## config.mk

```make
export PLATFORM = sky130hd
export DESIGN_NAME = host_burst_rd_ctrl
export DESIGN_NICKNAME = d
export VERILOG_FILES = /design/src/rtl/host_burst_rd_ctrl.sv
export SDC_FILE = /design/constraint.sdc
export NUM_CORES = 1
export LEC_CHECK = 0
export BUFFER_PORTS_ARGS = -buffer_cell sky130_fd_sc_hd__buf_2
export CAP_MARGIN = 20
export CORE_ASPECT_RATIO = 0.75
export CORE_MARGIN = 4
export CORE_UTILIZATION = 34
export CTS_CLUSTER_DIAMETER = 60
export DETAILED_ROUTE_END_ITERATION = 10
export PLACE_DENSITY = 0.58
export SETUP_SLACK_MARGIN = 0.02
export SLEW_MARGIN = 20
export SYNTH_ARGS = -nofsm -noshare
export SYNTH_HDL_FRONTEND = slang
export SYNTH_SLANG_ARGS = --single-unit
```

## constraint.sdc

```tcl
create_clock -name clk -period 2.3 [get_ports clk]
set_clock_uncertainty 0.15 [all_clocks]
set_input_delay 0.23 -clock clk [delete_from_list [all_inputs] [get_ports clk]]
set_output_delay 0.23 -clock clk [all_outputs]
set_load 0.005 [all_outputs]
```

## src/rtl/host_burst_rd_ctrl.sv

```systemverilog
// Host read-request sequencer: latches a start address and word count from host strobes,
// then issues the transfer to the SDRAM read port as bursts of at most BURST words.
module host_burst_rd_ctrl #(
    parameter int ADDR_W = 24,
    parameter int LEN_W  = 10,
    parameter int BURST  = 8,
    parameter int BLEN_W = 9
) (
    input  logic              clk,
    input  logic              rst,
    input  logic              cs_laddr,
    input  logic              cs_haddr,
    input  logic              cs_row,
    input  logic [15:0]       host_data,
    output logic [ADDR_W-1:0] sd_addr,
    output logic [BLEN_W-1:0] sd_len,
    output logic              sd_req,
    input  logic              sd_ack,
    output logic              hrd_req,
    output logic              done,
    output logic              cmd_err
);
    localparam int CMP_W = (LEN_W > BLEN_W) ? LEN_W : BLEN_W;
    localparam logic [CMP_W-1:0] BURST_C = CMP_W'(BURST);

    localparam logic [1:0] ST_IDLE  = 2'd0;
    localparam logic [1:0] ST_ISSUE = 2'd1;
    localparam logic [1:0] ST_WAIT  = 2'd2;

    logic [1:0]        state_q, state_d;
    logic [ADDR_W-1:0] addr_q, addr_d;
    logic [LEN_W-1:0]  rem_q, rem_d;
    logic [ADDR_W-1:0] sd_addr_q, sd_addr_d;
    logic [BLEN_W-1:0] sd_len_q, sd_len_d;
    logic              sd_req_q, sd_req_d;
    logic              hrd_req_q, hrd_req_d;
    logic              done_q, done_d;
    logic              cmd_err_q, cmd_err_d;
    logic              cs_l_q, cs_l_d, cs_h_q, cs_h_d, cs_r_q, cs_r_d;
    logic              cs_l_p_q, cs_l_p_d, cs_h_p_q, cs_h_p_d, cs_r_p_q, cs_r_p_d;
    logic [15:0]       data_q, data_d;

    logic              ev_l, ev_h, ev_r;
    logic [LEN_W-1:0]  row_n;
    logic [CMP_W-1:0]  rem_ext, len_ext, rem_left;

    always_comb begin
        state_d   = state_q;
        addr_d    = addr_q;
        rem_d     = rem_q;
        sd_addr_d = sd_addr_q;
        sd_len_d  = sd_len_q;
        sd_req_d  = sd_req_q;
        hrd_req_d = hrd_req_q;
        done_d    = 1'b0;
        cmd_err_d = 1'b0;
        cs_l_d    = cs_laddr;
        cs_h_d    = cs_haddr;
        cs_r_d    = cs_row;
        cs_l_p_d  = cs_l_q;
        cs_h_p_d  = cs_h_q;
        cs_r_p_d  = cs_r_q;
        // host_data is registered alongside the strobes so the event sees the matching word
        data_d    = host_data;

        ev_l      = cs_l_p_q & ~cs_l_q;
        ev_h      = cs_h_p_q & ~cs_h_q;
        ev_r      = cs_r_p_q & ~cs_r_q;
        row_n     = data_q[LEN_W-1:0];
        rem_ext   = CMP_W'(rem_q);
        len_ext   = CMP_W'(sd_len_q);
        rem_left  = rem_ext - len_ext;

        if (state_q != ST_IDLE && (ev_l || ev_h || ev_r)) begin
            cmd_err_d = 1'b1;
        end

        case (state_q)
            ST_IDLE: begin
                if (ev_l) begin
                    addr_d[15:0] = data_q;
                end else if (ev_h) begin
                    addr_d[ADDR_W-1:16] = data_q[ADDR_W-17:0];
                end else if (ev_r) begin
                    rem_d = row_n;
                    if (row_n != '0) begin
                        hrd_req_d = 1'b1;
                        state_d   = ST_ISSUE;
                    end else begin
                        done_d = 1'b1;
                    end
                end
            end
            ST_ISSUE: begin
                sd_len_d  = (rem_ext < BURST_C) ? BLEN_W'(rem_ext) : BLEN_W'(BURST_C);
                sd_addr_d = addr_q;
                sd_req_d  = 1'b1;
                state_d   = ST_WAIT;
            end
            ST_WAIT: begin
                if (sd_ack) begin
                    sd_req_d = 1'b0;
                    addr_d   = addr_q + ADDR_W'(sd_len_q);
                    rem_d    = LEN_W'(rem_left);
                    if (rem_left == '0) begin
                        hrd_req_d = 1'b0;
                        done_d    = 1'b1;
                        state_d   = ST_IDLE;
                    end else begin
                        state_d = ST_ISSUE;
                    end
                end
            end
            default: state_d = ST_IDLE;
        endcase
    end

    always_ff @(posedge clk) begin
        if (rst) begin
            state_q   <= ST_IDLE;
            addr_q    <= '0;
            rem_q     <= '0;
            sd_addr_q <= '0;
            sd_len_q  <= '0;
            sd_req_q  <= 1'b0;
            hrd_req_q <= 1'b0;
            done_q    <= 1'b0;
            cmd_err_q <= 1'b0;
            cs_l_q    <= 1'b1;
            cs_h_q    <= 1'b1;
            cs_r_q    <= 1'b1;
            cs_l_p_q  <= 1'b1;
            cs_h_p_q  <= 1'b1;
            cs_r_p_q  <= 1'b1;
            data_q    <= '0;
        end else begin
            state_q   <= state_d;
            addr_q    <= addr_d;
            rem_q     <= rem_d;
            sd_addr_q <= sd_addr_d;
            sd_len_q  <= sd_len_d;
            sd_req_q  <= sd_req_d;
            hrd_req_q <= hrd_req_d;
            done_q    <= done_d;
            cmd_err_q <= cmd_err_d;
            cs_l_q    <= cs_l_d;
            cs_h_q    <= cs_h_d;
            cs_r_q    <= cs_r_d;
            cs_l_p_q  <= cs_l_p_d;
            cs_h_p_q  <= cs_h_p_d;
            cs_r_p_q  <= cs_r_p_d;
            data_q    <= data_d;
        end
    end

    assign sd_addr = sd_addr_q;
    assign sd_len  = sd_len_q;
    assign sd_req  = sd_req_q;
    assign hrd_req = hrd_req_q;
    assign done    = done_q;
    assign cmd_err = cmd_err_q;

endmodule

```

# ---- Word level (Yosys, flattened, before mapping)
# Cells that the tools add are included.
dict set report op_classes {
  n_reduce_logical 15
  bitwise_logic 6
  add_sub_neg 2
  n_eq_ne 10
  order_cmp 1
  mux 35
}
# op n
set ops {}
lappend ops {{24-bit case mux with 2 select lines} 1}
lappend ops {{10-bit 2-to-1 mux} 4}
lappend ops {{24-bit by 9-bit adder with 24-bit output} 1}
lappend ops {{24-bit 2-to-1 mux} 1}
lappend ops {{10-bit case mux with 2 select lines} 1}
lappend ops {{16-bit 2-to-1 mux} 1}
lappend ops {{8-bit 2-to-1 mux} 2}
lappend ops {{2-bit != test, second input constant} 8}
lappend ops {{1-bit 2-to-1 mux} 15}
lappend ops {{10-bit logical NOT} 1}
lappend ops {{10-bit by 4-bit less-than comparator with 1-bit output, second input constant} 1}
lappend ops {{2-bit 2-to-1 mux} 5}
lappend ops {{5-bit AND reduction} 2}
lappend ops {{10-bit nonzero test} 1}
lappend ops {{10-bit by 9-bit subtractor with 10-bit output} 1}
lappend ops {{9-bit 2-to-1 mux} 1}
lappend ops {{7-bit AND reduction} 1}
lappend ops {{1-bit case mux with 2 select lines} 3}
lappend ops {{2-bit case mux with 3 select lines} 1}
lappend ops {{2-bit nonzero test} 3}
lappend ops {{4-bit AND reduction} 1}
lappend ops {{1-bit bitwise AND} 3}
lappend ops {{1-bit inverter} 3}
lappend ops {{3-bit AND reduction} 1}
lappend ops {{6 further kinds} 7}
dict set report word_totals {
  word_cells 86
  register_bits 95
  output_inout_bits 37
  in_bits 22
}

# ---- Logic depth before layout (Yosys ltp)
# Gate-level depths: netlist of run 1.
dict set report depth {
  word_depth 6
  ltp_mapped 10
  mapped_depth_nobuf 10
}

# ---- Worst setup path before layout of run 1
# OpenSTA, ideal clock, no wires.
dict set report synth_path {
  path_kind {reg-to-reg}
  from {reg sd_len_q[0] (netlist: sd_len[0])}
  to {reg addr_q[16]}
  setup_slack_ps -160
  n_path_buf 0
  setup_time_ps 128
  required_time_ps 2022
  stages_incl_launch_ff 10
  synth_period_minus_slack_ps 2460
  arrival_ps 2182
  cell_sequence {dfxtp_1 -> ha_1 -> fa_1 -> a21oi_1 -> o21ai_1 -> a21oi_2 -> a211oi_4 -> mux2_1 -> a222oi_1 -> nor2_1}
}
dict set report synth_via {
  elab_chain_cells 3
}
# element line_no
set synth_lines {}
lappend synth_lines {{start: declaration} 34} ;# logic [BLEN_W-1:0] sd_len_q, sd_len_d;
lappend synth_lines {{start signal: assignment} 141} ;# sd_len_q <= sd_len_d;
lappend synth_lines {{24-bit by 9-bit adder with 24-bit output} 103} ;# addr_d = addr_q + ADDR_W'(sd_len_q);
lappend synth_lines {{24-bit 2-to-1 mux} 101} ;# if (sd_ack) begin
lappend synth_lines {{24-bit case mux with 2 select lines} 78} ;# case (state_q)
lappend synth_lines {{end signal: assignment} 138} ;# addr_q <= addr_d;
lappend synth_lines {{end: declaration} 31} ;# logic [ADDR_W-1:0] addr_q, addr_d;
# No other way between the ends. The select of a mux whose other input is x is not followed.
# A chain may end at the register's enable or synchronous reset.

# ---- Worst setup path after layout of run 1
dict set report layout_path {
  from {reg sd_len_q[1] (netlist: sd_len[1])}
  to {reg addr_q[16]}
}
# The elaborated chain is that of the path after synthesis.

==> results of run 1 <==
==> synth_stat cells, types with 3 or more instances <==
master    instances
nand3_1           7
nor3b_1           3
o21a_1            5
inv_1            15
o211ai_1          3
a21oi_1          54
nand2b_1          7
nor4_1            9
nand4_1           3
xor2_1            6
a311oi_1          6
mux2i_1           6
and3_1            5
a211oi_1          7
a22oi_1           6
o21ai_1           5
buf_2             6
nand2_1         100
nor2b_1          29
xnor2_1           8
clkbuf_1         25
nor2_1           37
a21oi_2           3
ha_1             18
dfxtp_1          95
nor3_1           12
or2_2             6
a31oi_1           9
o31ai_1           5
a21o_1            5
o21ai_0          19
==> routing by layer <==
metal | global-route usage | wire (um) | vias up
li1 | - | - | 2236
met1 | 0.256 | 6710 | 2044
met2 | 0.255 | 5930 | 156
met3 | 0.0387 | 968 | 17
met4 | 0.0470 | 152 | 0
met5 | 0 | 0 | -
==> cell type report <==
cell class                 count  area (um2)
inverter                      15        56.3
fill                        1277        6830
tap                          171         214
timing repair buffer         145        1040
multi-input combinational    423        2890
sequential                    95        1920
clock inverter                 5        56.3
clock buffer                  11         243
==> worst reg2reg max path, stage by stage, from the launching register on <==
cell and delay [ns]:
dfxtp_4 0.37, buf_6 0.12, fa_2 0.40, a21oi_2 0.20, o21ai_2 0.07, a21oi_2 0.22
a211oi_4 0.11, mux2_4 0.32, a222oi_1 0.32, nor2_1 0.07
==> registers in the layout (all words and copies together) (netlist names), 2 cells and up <==
register	cells
data_q	16
addr_q	24
rem_ext	10
sd_addr	24
state_q	2
sd_len	9
==> path summary, 6_finish.rpt <==
kind / endpoint / depth (start not counted) / slack [ns]
max: addr_q[16]$_SDFFE_PP0P_ / 9 / -0.18
min: state_q[1]$_SDFFE_PP0P_ / 4 / 0.09
max reg2reg: addr_q[16]$_SDFFE_PP0P_ / 9 / -0.18
min reg2reg: cs_r_p_q$_SDFF_PP1_ / 1 / 0.29
==> power by group <==
part / internal, mW / switching, mW / total [mW]
clock: 0.873 / 0.641 / 1.51
sequential: 1.71 / 0.0641 / 1.77
combinational: 0.355 / 0.373 / 0.729
==> cell families after synthesis <==
logic type / count (synthesis) / synth area share
adders and majority gates: 20 / 0.0567
and+or+nand+nor: 231 / 0.236
muxes: 10 / 0.0233
AOI/OAI and AO/OA: 148 / 0.209
xor gates and xnor gates: 14 / 0.0262
buffers and inverters: 49 / 0.0425
DFF: 95 / 0.407
==> through the flow <==
step	utilization	hold slack (ns)	power [mW]	setup WS (ns)
after floorplan	-	0.184	2.19	-0.0572
after global placement	0.416	0.265	2.39	-0.175
after detailed placement	0.416	0.267	2.40	-0.282
after CTS	0.468	0.0756	3.99	-0.153
after global routing	0.485	0.123	4.18	-0.256
final	0.485	0.0900	4.01	-0.181
==> timing repair <==
item,in CTS,in global routing
endpoints found under the setup margin,20,27
gates cloned,0,0
hold endpoints to repair,19,0
pin swaps,9,19
setup buffers,13,5
hold buffers,19,0
resized for setup,26,40
==> results.md, run 1 <==
* Max Cap Violations at 0
* Outcome: finished with violations
* Detail Route Antenna Nets at 0
* Die width at 143 um
* Hold_sp: sd_ack
* Critical path startpoint: sd_len[1]$_SDFFE_PP0P_
* Final Hold Viols at 0
* Leading post-synthesis cells by cell area: dfxtp_1 41%, nand2_1 8.0%, a21oi_1 5.8%
* Vias in the first global route at 4077
* Synthesized net count at 609
* PwrDens at between 600 and 700 nW/um2
* Final Wtd Congestion at 0.864
* Post-synth EDFFs at 0
* Die area at about 16000 um2
* Total Routing Usage GR at 0.173
* Share of cells above drive strength 1 at 0.313
* #FFs+latches synth at 95
* Max rail drop VDD at 349 uV
* CTS sink cnt at 95
* Placed Cells at between 800 and 900
* H-Tree Depth at 3
* RSZ-0062 raised after global routing: true
* First-pass GRT wire length at 21.4 mm
* Port Buf Inserts at 58
* Critical-path cell list: buf_6, fa_2, a21oi_2, o21ai_2, a21oi_2, a211oi_4, mux2_4, a222oi_1, nor2_1
* Failing checks: setup timing
* Primary FF master, synth: dfxtp_1
* Largest net degree at the start of global routing at between 60 and 70
* Dpl hpwl at ~9.8 mm
* Least-Margin Pin Slew at 0.654 ns
* Top-level port count at 59
* DRT iter0 DRCs at 401
* Drt pass-1 iters at 5
* Arrival @ worst endpoint at 2.54 ns
* Core area at around 13000 um2
* Clk_lat worst skew at ~0.35 ns
* Yosys top cell by area: dfxtp_1
* Period minus WS final at 2.48 ns
* Longest Clk Path Bufs at 2
* Via Count at approximately 4500
* Crit path max-delay family: compound AO/OA/AOI/OAI gates
* Starting density of the core at 0.353
* Cell Area, Synth at 4680 um2
* Most frequent cells in the layout: 99 x nand2_1, 89 x dfxtp_1, 61 x buf_4, 58 x buf_2, 47 x a21oi_1
* Final WL at 13.8 mm
* Worst endpoint required time at ~2.4 ns
* Nets at 731
* Most common cell after layout, fill and taps aside: nand2_1
* Critical Path Fanout Max at 6
* Mean post-synth cell area at 8.25 um2
* Max incr delay on CP at 0.40 ns
* Async SR Flop Fraction at 0
* Relative slew slack at 0.564
* Drt wl/cell at approximately 16 um
* Total Neg Setup Slack at -0.987 ns
* Worst hold path class: in -> reg
* Count of final max-slew check failures at 0
* Buf+Inv Stages, Crit Path at 1
* Distinct cells, synth at 64
* Peak Freq at slightly above 400 MHz
* Period utilization at 1.08
* DRC Markers at 0
* Seq/Total Area, Yosys at 0.407
* CP Class: reg -> reg
* Num CTS Buffers at 9
* Area growth, synth to finish at 37.2%
* Cells after Synth at 567
* Area fraction of the dominant cell type after synthesis at 0.407
* Row count at 36
* CP Launch Type: flip-flop
* Final worst slack at -0.181 ns
* Pleak at 2.53 nW
* Placed Area at 5500 um2
* Crit path top cell by count: a21oi_2
* Yosys warns at 0
* CTS tree: built
* Post-route cell area at 6420 um2
* Clk slew on worst S/H paths at 0.07 ns
* Vias per std cell at between 5 and 6
* Inserted Diodes at 0
* Root Buffer: clkbuf_16
* Die Span Y at ~110 um
* Worst Setup End Kind: flip-flop
* Initial antenna violation count at 0
* # setup viols final at 13
* Slowest cell on crit path: fa_2
* Reg2reg start: sd_len[1]$_SDFFE_PP0P_
* GR Overflow Total at 0
* Final std cells w/o fill at 865
(Power assumes the default switching activity.)
==> run 2, diff against run 1 <==
--- a/constraint.sdc
+++ b/constraint.sdc
@@ -4,2 +4,2 @@
 set_output_delay 0.23 -clock clk [all_outputs]
-set_load 0.005 [all_outputs]
+set_load 0.01 [all_outputs]
==> run 2 against run 1 <==
The flow still finishes with violations (setup timing). Largest power group unchanged. Highest routed layer unchanged. Fmax rose by 2.8%. Die area did not move. Sequential share of layout area rose by 0.79 points.
==> results.md, run 2 (same netlist as run 1, synthesis figures left out) <==
* Period minus WS final at 2.41 ns
* Drt pass-1 iters at 5
* Initial antenna violation count at 0
* Dpl hpwl at 9.89 mm
* DRT iter0 DRCs at between 200 and 300
* Final WL at between 10 and 15 mm
* Die width at approximately 140 um
* DRC Markers at 0
* Critical-path cell list: ha_4, fa_2, a21oi_2, o21ai_1, a21oi_2, a211oi_4, mux2_4, a222oi_1, nor2_1
* Max rail drop VDD at about 350 uV
* Longest Clk Path Bufs at 2
* PwrDens at roughly 640 nW/um2
* Critical path startpoint: sd_len[0]$_SDFFE_PP0P_
* CP Launch Type: flip-flop
* Max incr delay on CP at roughly 0.37 ns
* Die area at about 16000 um2
* Final Hold Viols at 0
* Nets at about 730
* Port Buf Inserts at 58
* H-Tree Depth at 3
* Share of cells above drive strength 1 at 0.280
* Most frequent cells in the layout: 100 x nand2_1, 89 x dfxtp_1, 58 x buf_2, 58 x buf_4, 49 x a21oi_1
* Pleak at 2.50 nW
* Row count at 36
* Vias in the first global route at 4225
* Outcome: finished with violations
* CTS sink cnt at 95
* CP Class: reg -> reg
* Clk slew on worst S/H paths at 0.07 ns
* Worst reg2reg path endpoint: addr_q[16]$_SDFFE_PP0P_
* Period utilization at 1.05
* GR Overflow Total at 0
* # setup viols final at 14
* Root Buffer: clkbuf_16
* Crit path top cell by count: a21oi_2
* Worst endpoint required time at between 2 and 2.5 ns
* # fillers at 1299
* Critical Path Fanout Max at 4
* Slowest cell on crit path: dfxtp_4
* Setup crit end: addr_q[16]$_SDFFE_PP0P_
* Largest net degree at the start of global routing at 55
* Num CTS Buffers at 9
* Worst Setup End Kind: flip-flop
* Starting density of the core at 0.353
* Peak Freq at 414 MHz
* Max Cap Violations at 0
* Final core occ at 0.472
* RSZ-0062 raised after global routing: true
* Reg2reg setup slack at -0.11 ns
* First-pass GRT wire length at 22.0 mm
* Buf+Inv Stages, Crit Path at 0
* Total power draw at 3.97 mW
* Detail Route Antenna Nets at 0
* Clk_lat worst skew at 0.35 ns
* Crit path max-delay family: compound AO/OA/AOI/OAI gates
* Worst hold path class: in -> reg
* Relative slew slack at 0.429
* Area growth, synth to finish at 33.7%
* Least-Margin Pin Slew at 0.848 ns
* Top-level port count at 59
* Via Count at ~4500
* Drt wl/cell at 16.1 um
* Failing checks: setup timing
* Total Routing Usage GR at 0.179
* Arrival @ worst endpoint at 2.49 ns
* Critical Path Stages at 9
* Reg2reg path depth at 9
* Core area at between 10000 and 15000 um2
* Reg2reg start: sd_len[0]$_SDFFE_PP0P_
* Die Span Y at 110 um
* CTS tree: built
* Inserted Diodes at 0
* Vias per std cell at around 5.2
* Count of final max-slew check failures at 0
* Final Wtd Congestion at 0.909
* Most common cell after layout, fill and taps aside: nand2_1
* Final worst slack at -0.113 ns
run 2: cell types whose count changed in the layout (fill, tap and decap cells not counted), sizes merged:
cell	before	now
clkbuf	11	10
clkinv	2	4
clkinvlp	1	0
buf	126	121
run 2: worst reg2reg max path, stage by stage (launching register included):
cell and delay (ns):
dfxtp_4 0.37, ha_4 0.16, fa_2 0.35, a21oi_2 0.16, o21ai_1 0.10, a21oi_2 0.22, a211oi_4 0.10, mux2_4 0.32
a222oi_1 0.30, nor2_1 0.07
run 2: how the worst min path moves through the flow:
stage,endpoint,slack [ns],startpoint,cells past startpoint
after floorplan,cs_h_p_d$_SDFF_PP1_,0.18,cs_haddr,1
after global placement,cs_r_p_d$_SDFF_PP1_,0.26,cs_row,2
after detailed placement,cs_h_p_d$_SDFF_PP1_,0.26,cs_haddr,2
after CTS,state_q[1]$_SDFFE_PP0P_,0.06,sd_ack,4
after global routing,state_q[1]$_SDFFE_PP0P_,0.08,sd_ack,4
final,state_q[1]$_SDFFE_PP0P_,0.07,sd_ack,4
run 2: per-layer routing:
metal / wire [um] / part of all wire / global-route usage / vias up
met2: 5940 / 0.43 / 0.270 / 151
met3: 847 / 0.061 / 0.0370 / 11
met5: 0 / 0 / 0 / -
li1: - / - / - / 2217
met4: 133 / 0.0096 / 0.0504 / 0
met1: 6890 / 0.50 / 0.259 / 2112
run 2: layout make-up:
class                           count  area (um2)  area share
Clock inverter                      6        70.1      0.0112
Clock buffer                       10         229      0.0366
Multi-Input combinational cell    423        2780       0.445
Sequential cell                    95        1920       0.307
Tap cell                          171         214      0.0342
Inverter                           15        56.3     0.00901
Timing Repair Buffer              140         981       0.157
run 2: power by group:
part / internal [mW] / total (mW) / switching (mW)
combinational: 0.328 / 0.687 / 0.359
sequential: 1.71 / 1.77 / 0.0625
clock: 0.851 / 1.52 / 0.669
run 2: what timing repair did:
action / CTS / global route
cloned: 0 / 0
gates resized for setup: 24 / 13
hold buffers: 19 / 0
buffers inserted: 8 / 5
setup endpoints to repair: 17 / 24
pin swaps: 16 / 9
endpoints found under the hold margin: 19 / 0
run 2: through the flow:
stage | area [um2] | hold slack [ns] | TNS, ns | std cells | worst slack [ns]
final | 6250 | 0.0733 | -0.780 | 860 | -0.113
after global routing | 6250 | 0.0818 | -2.64 | 860 | -0.226
after CTS | 6160 | 0.0631 | -0.653 | 855 | -0.106
after detailed placement | 5510 | 0.264 | -1.07 | 813 | -0.209
after global placement | 5510 | 0.264 | -0.446 | 813 | -0.124
after floorplan | 4740 | 0.184 | -0.0286 | 567 | -0.0286
==> run 3, diff against run 2 <==
CTS_BUF_LIST = sky130_fd_sc_hd__clkbuf_2 sky130_fd_sc_hd__clkbuf_4 sky130_fd_sc_hd__clkbuf_8   (was not set)
PLACE_DENSITY = 0.57   (was 0.58)
RECOVER_POWER = 25   (was not set)
clock period = 2.25 ns   (was 2.3 ns; I/O delays follow)
==> run 3 against run 2 <==
The run still ends with setup timing left. Power is 6.5% lower. Sequential power is 2% higher. Clock power is 27% lower. Register-to-register slack worse by 0.12 ns. Die area stayed put. Global-route usage is 0.36 points higher. Critical path type unchanged. Critical endpoint is now hrd_req$_SDFFE_PP0P_. Largest cell class unchanged.
==> results.md, run 3 (same netlist as run 1, synthesis figures left out) <==
* Die width at around 140 um
* Final worst slack at -0.237 ns
* Hold path depth at 4
* Die Span Y at ~110 um
* Clk slew on worst S/H paths at 0.11 ns
* Detail Route Antenna Nets at 0
* CP Class: reg -> reg
* CP Launch Type: flip-flop
* Final WL at 14.4 mm
* Reg2reg setup slack at -0.24 ns
* Final Wtd Congestion at 0.894
* RSZ-0062 raised after global routing: true
* Failing checks: setup timing
* Num CTS Buffers at 9
* Max rail drop VDD at 369 uV
* Final Hold Viols at 0
* Via Count at between 4000 and 5000
* First-pass GRT wire length at 22.6 mm
* DRT iter0 DRCs at 301
* Share of cells above drive strength 1 at 0.344
* Hold_sp: sd_ack
* Peak Freq at 402 MHz
* Outcome: finished with violations
* Port Buf Inserts at 58
* Vias per std cell at 5.25
* Longest Clk Path Bufs at 2
* Most frequent cells in the layout: 99 x nand2_1, 84 x dfxtp_1, 62 x buf_4, 54 x buf_2, 44 x a21oi_1
* WHS at between 0.02 and 0.03 ns
* CTS sink cnt at 95
* Drt pass-1 iters at 5
* GR peak layer: met2
* Worst hold path class: in -> reg
* Least-Margin Pin Slew at 0.473 ns
* Nets at between 700 and 800
* # fillers at 1277
* CTS tree: built
* Total power draw at 3.71 mW
* Drt wl/cell at 16.6 um
* GRT met2 Usage at 0.271
* Top-level port count at 59
* Reg2reg path depth at 9
* Initial antenna violation count at 0
* Die area at between 15000 and 20000 um2
* Met1 Usage GRT at 0.266
* Period minus WS final at 2.49 ns
* # setup viols final at 16
* Critical Path Fanout Max at 3
* Relative slew slack at 0.685
* Largest net degree at the start of global routing at 46
* Dpl hpwl at 9.98 mm
* Starting density of the core at 0.353
* Worst endpoint required time at 2.36 ns
* Clk_lat worst skew at approximately 0.38 ns
* Core area at around 13000 um2
* Row count at 36
* GR Overflow Total at 0
* Worst reg2reg path endpoint: hrd_req$_SDFFE_PP0P_
* DRC Markers at 0
* Pleak at 2.52 nW
* Most common cell after layout, fill and taps aside: nand2_1
* Inserted Diodes at 0
* Root Buffer: clkbuf_8
* Max Cap Violations at 0
* Count of final max-slew check failures at 0
* Reg2reg start: sd_len[3]$_SDFFE_PP0P_
* PwrDens at 570 nW/um2
* Vias in the first global route at 4315
* H-Tree Depth at 3
* Period utilization at 1.11
* Total Routing Usage GR at 0.183
* Arrival @ worst endpoint at 2.60 ns
* WHS Endpoint: state_q[1]$_SDFFE_PP0P_
* Area growth, synth to finish at 39.3%
* Worst Setup End Kind: flip-flop
* Pre-CTS setup slack at -0.284 ns
* Met3 Usage GRT at 0.0470
[run 3: cell count changes in the layout (fill, tap and decap cells not counted), sizes merged]
cell,previous run,this run
inv,16,18
buf,121,128
bufinv,1,0
clkbuf,10,14
clkinvlp,0,2
clkinv,4,2
[run 3: repair_timing]
action,4_1_cts,5_1_grt
gates resized for setup,52,40
hold buffers,19,0
buffers inserted,10,10
pin swaps,34,39
hold endpoints to repair,19,0
setup endpoints to repair,22,26
[run 3: worst max-delay path: stages, from the launching register on]
cell,delay [ns]
dfxtp_2,0.36
inv_2,0.06
ha_4,0.24
a21o_1,0.20
a21oi_2,0.22
nand2_2,0.10
mux2_4,0.32
a2111oi_4,0.29
nor3b_4,0.32
a211oi_2,0.11
[run 3: worst max-delay path by stage]
stage,to,start,slack (ns),cells past startpoint
after floorplan,addr_q[16]$_SDFFE_PP0P_,sd_len[0]$_SDFFE_PP0P_,-0.08,9
after global placement,hrd_req$_SDFFE_PP0P_,sd_len[0]$_SDFFE_PP0P_,-0.18,9
after detailed placement,hrd_req$_SDFFE_PP0P_,sd_len[1]$_SDFFE_PP0P_,-0.28,9
after CTS,hrd_req$_SDFFE_PP0P_,sd_len[0]$_SDFFE_PP0P_,-0.21,9
after global routing,hrd_req$_SDFFE_PP0P_,sd_len[8]$_SDFFE_PP0P_,-0.30,7
final,hrd_req$_SDFFE_PP0P_,sd_len[3]$_SDFFE_PP0P_,-0.24,9
[run 3: through the flow]
| step | util | instance area (um2) | instances | TNS (ns) |
|---|---|---|---|---|
| CTS | 0.474 | 6280 | 864 | -1.56 |
| detailed placement | 0.421 | 5580 | 820 | -1.89 |
| global route | 0.492 | 6520 | 872 | -3.53 |
| global placement | 0.421 | 5580 | 820 | -1.14 |
| finish | 0.492 | 6520 | 872 | -1.98 |
| floorplan | - | 4760 | 567 | -0.259 |
[run 3: final cells by class]
cell class                 instances  area [um2]  area share
clock buffer                       9         124      0.0190
clock inverter                     7        63.8     0.00979
inverter                          15        56.3     0.00864
multi-input combinational        423        3040       0.466
sequential                        95        1920       0.295
tap                              171         214      0.0328
timing repair buffer             152        1100       0.168
[run 3: report_power, final]
part	internal [mW]	switching [mW]
combinational	0.380	0.412
clock	0.425	0.687
sequential	1.74	0.0676
total	2.55	1.17
[run 3: routing by layer]
layer	vias to the layer above	part of all wire	routed length, um
met1	2184	0.49	7050
met5	-	0	0
met3	16	0.063	913
li1	2245	-	-
met2	137	0.44	6310
met4	0	0.012	169
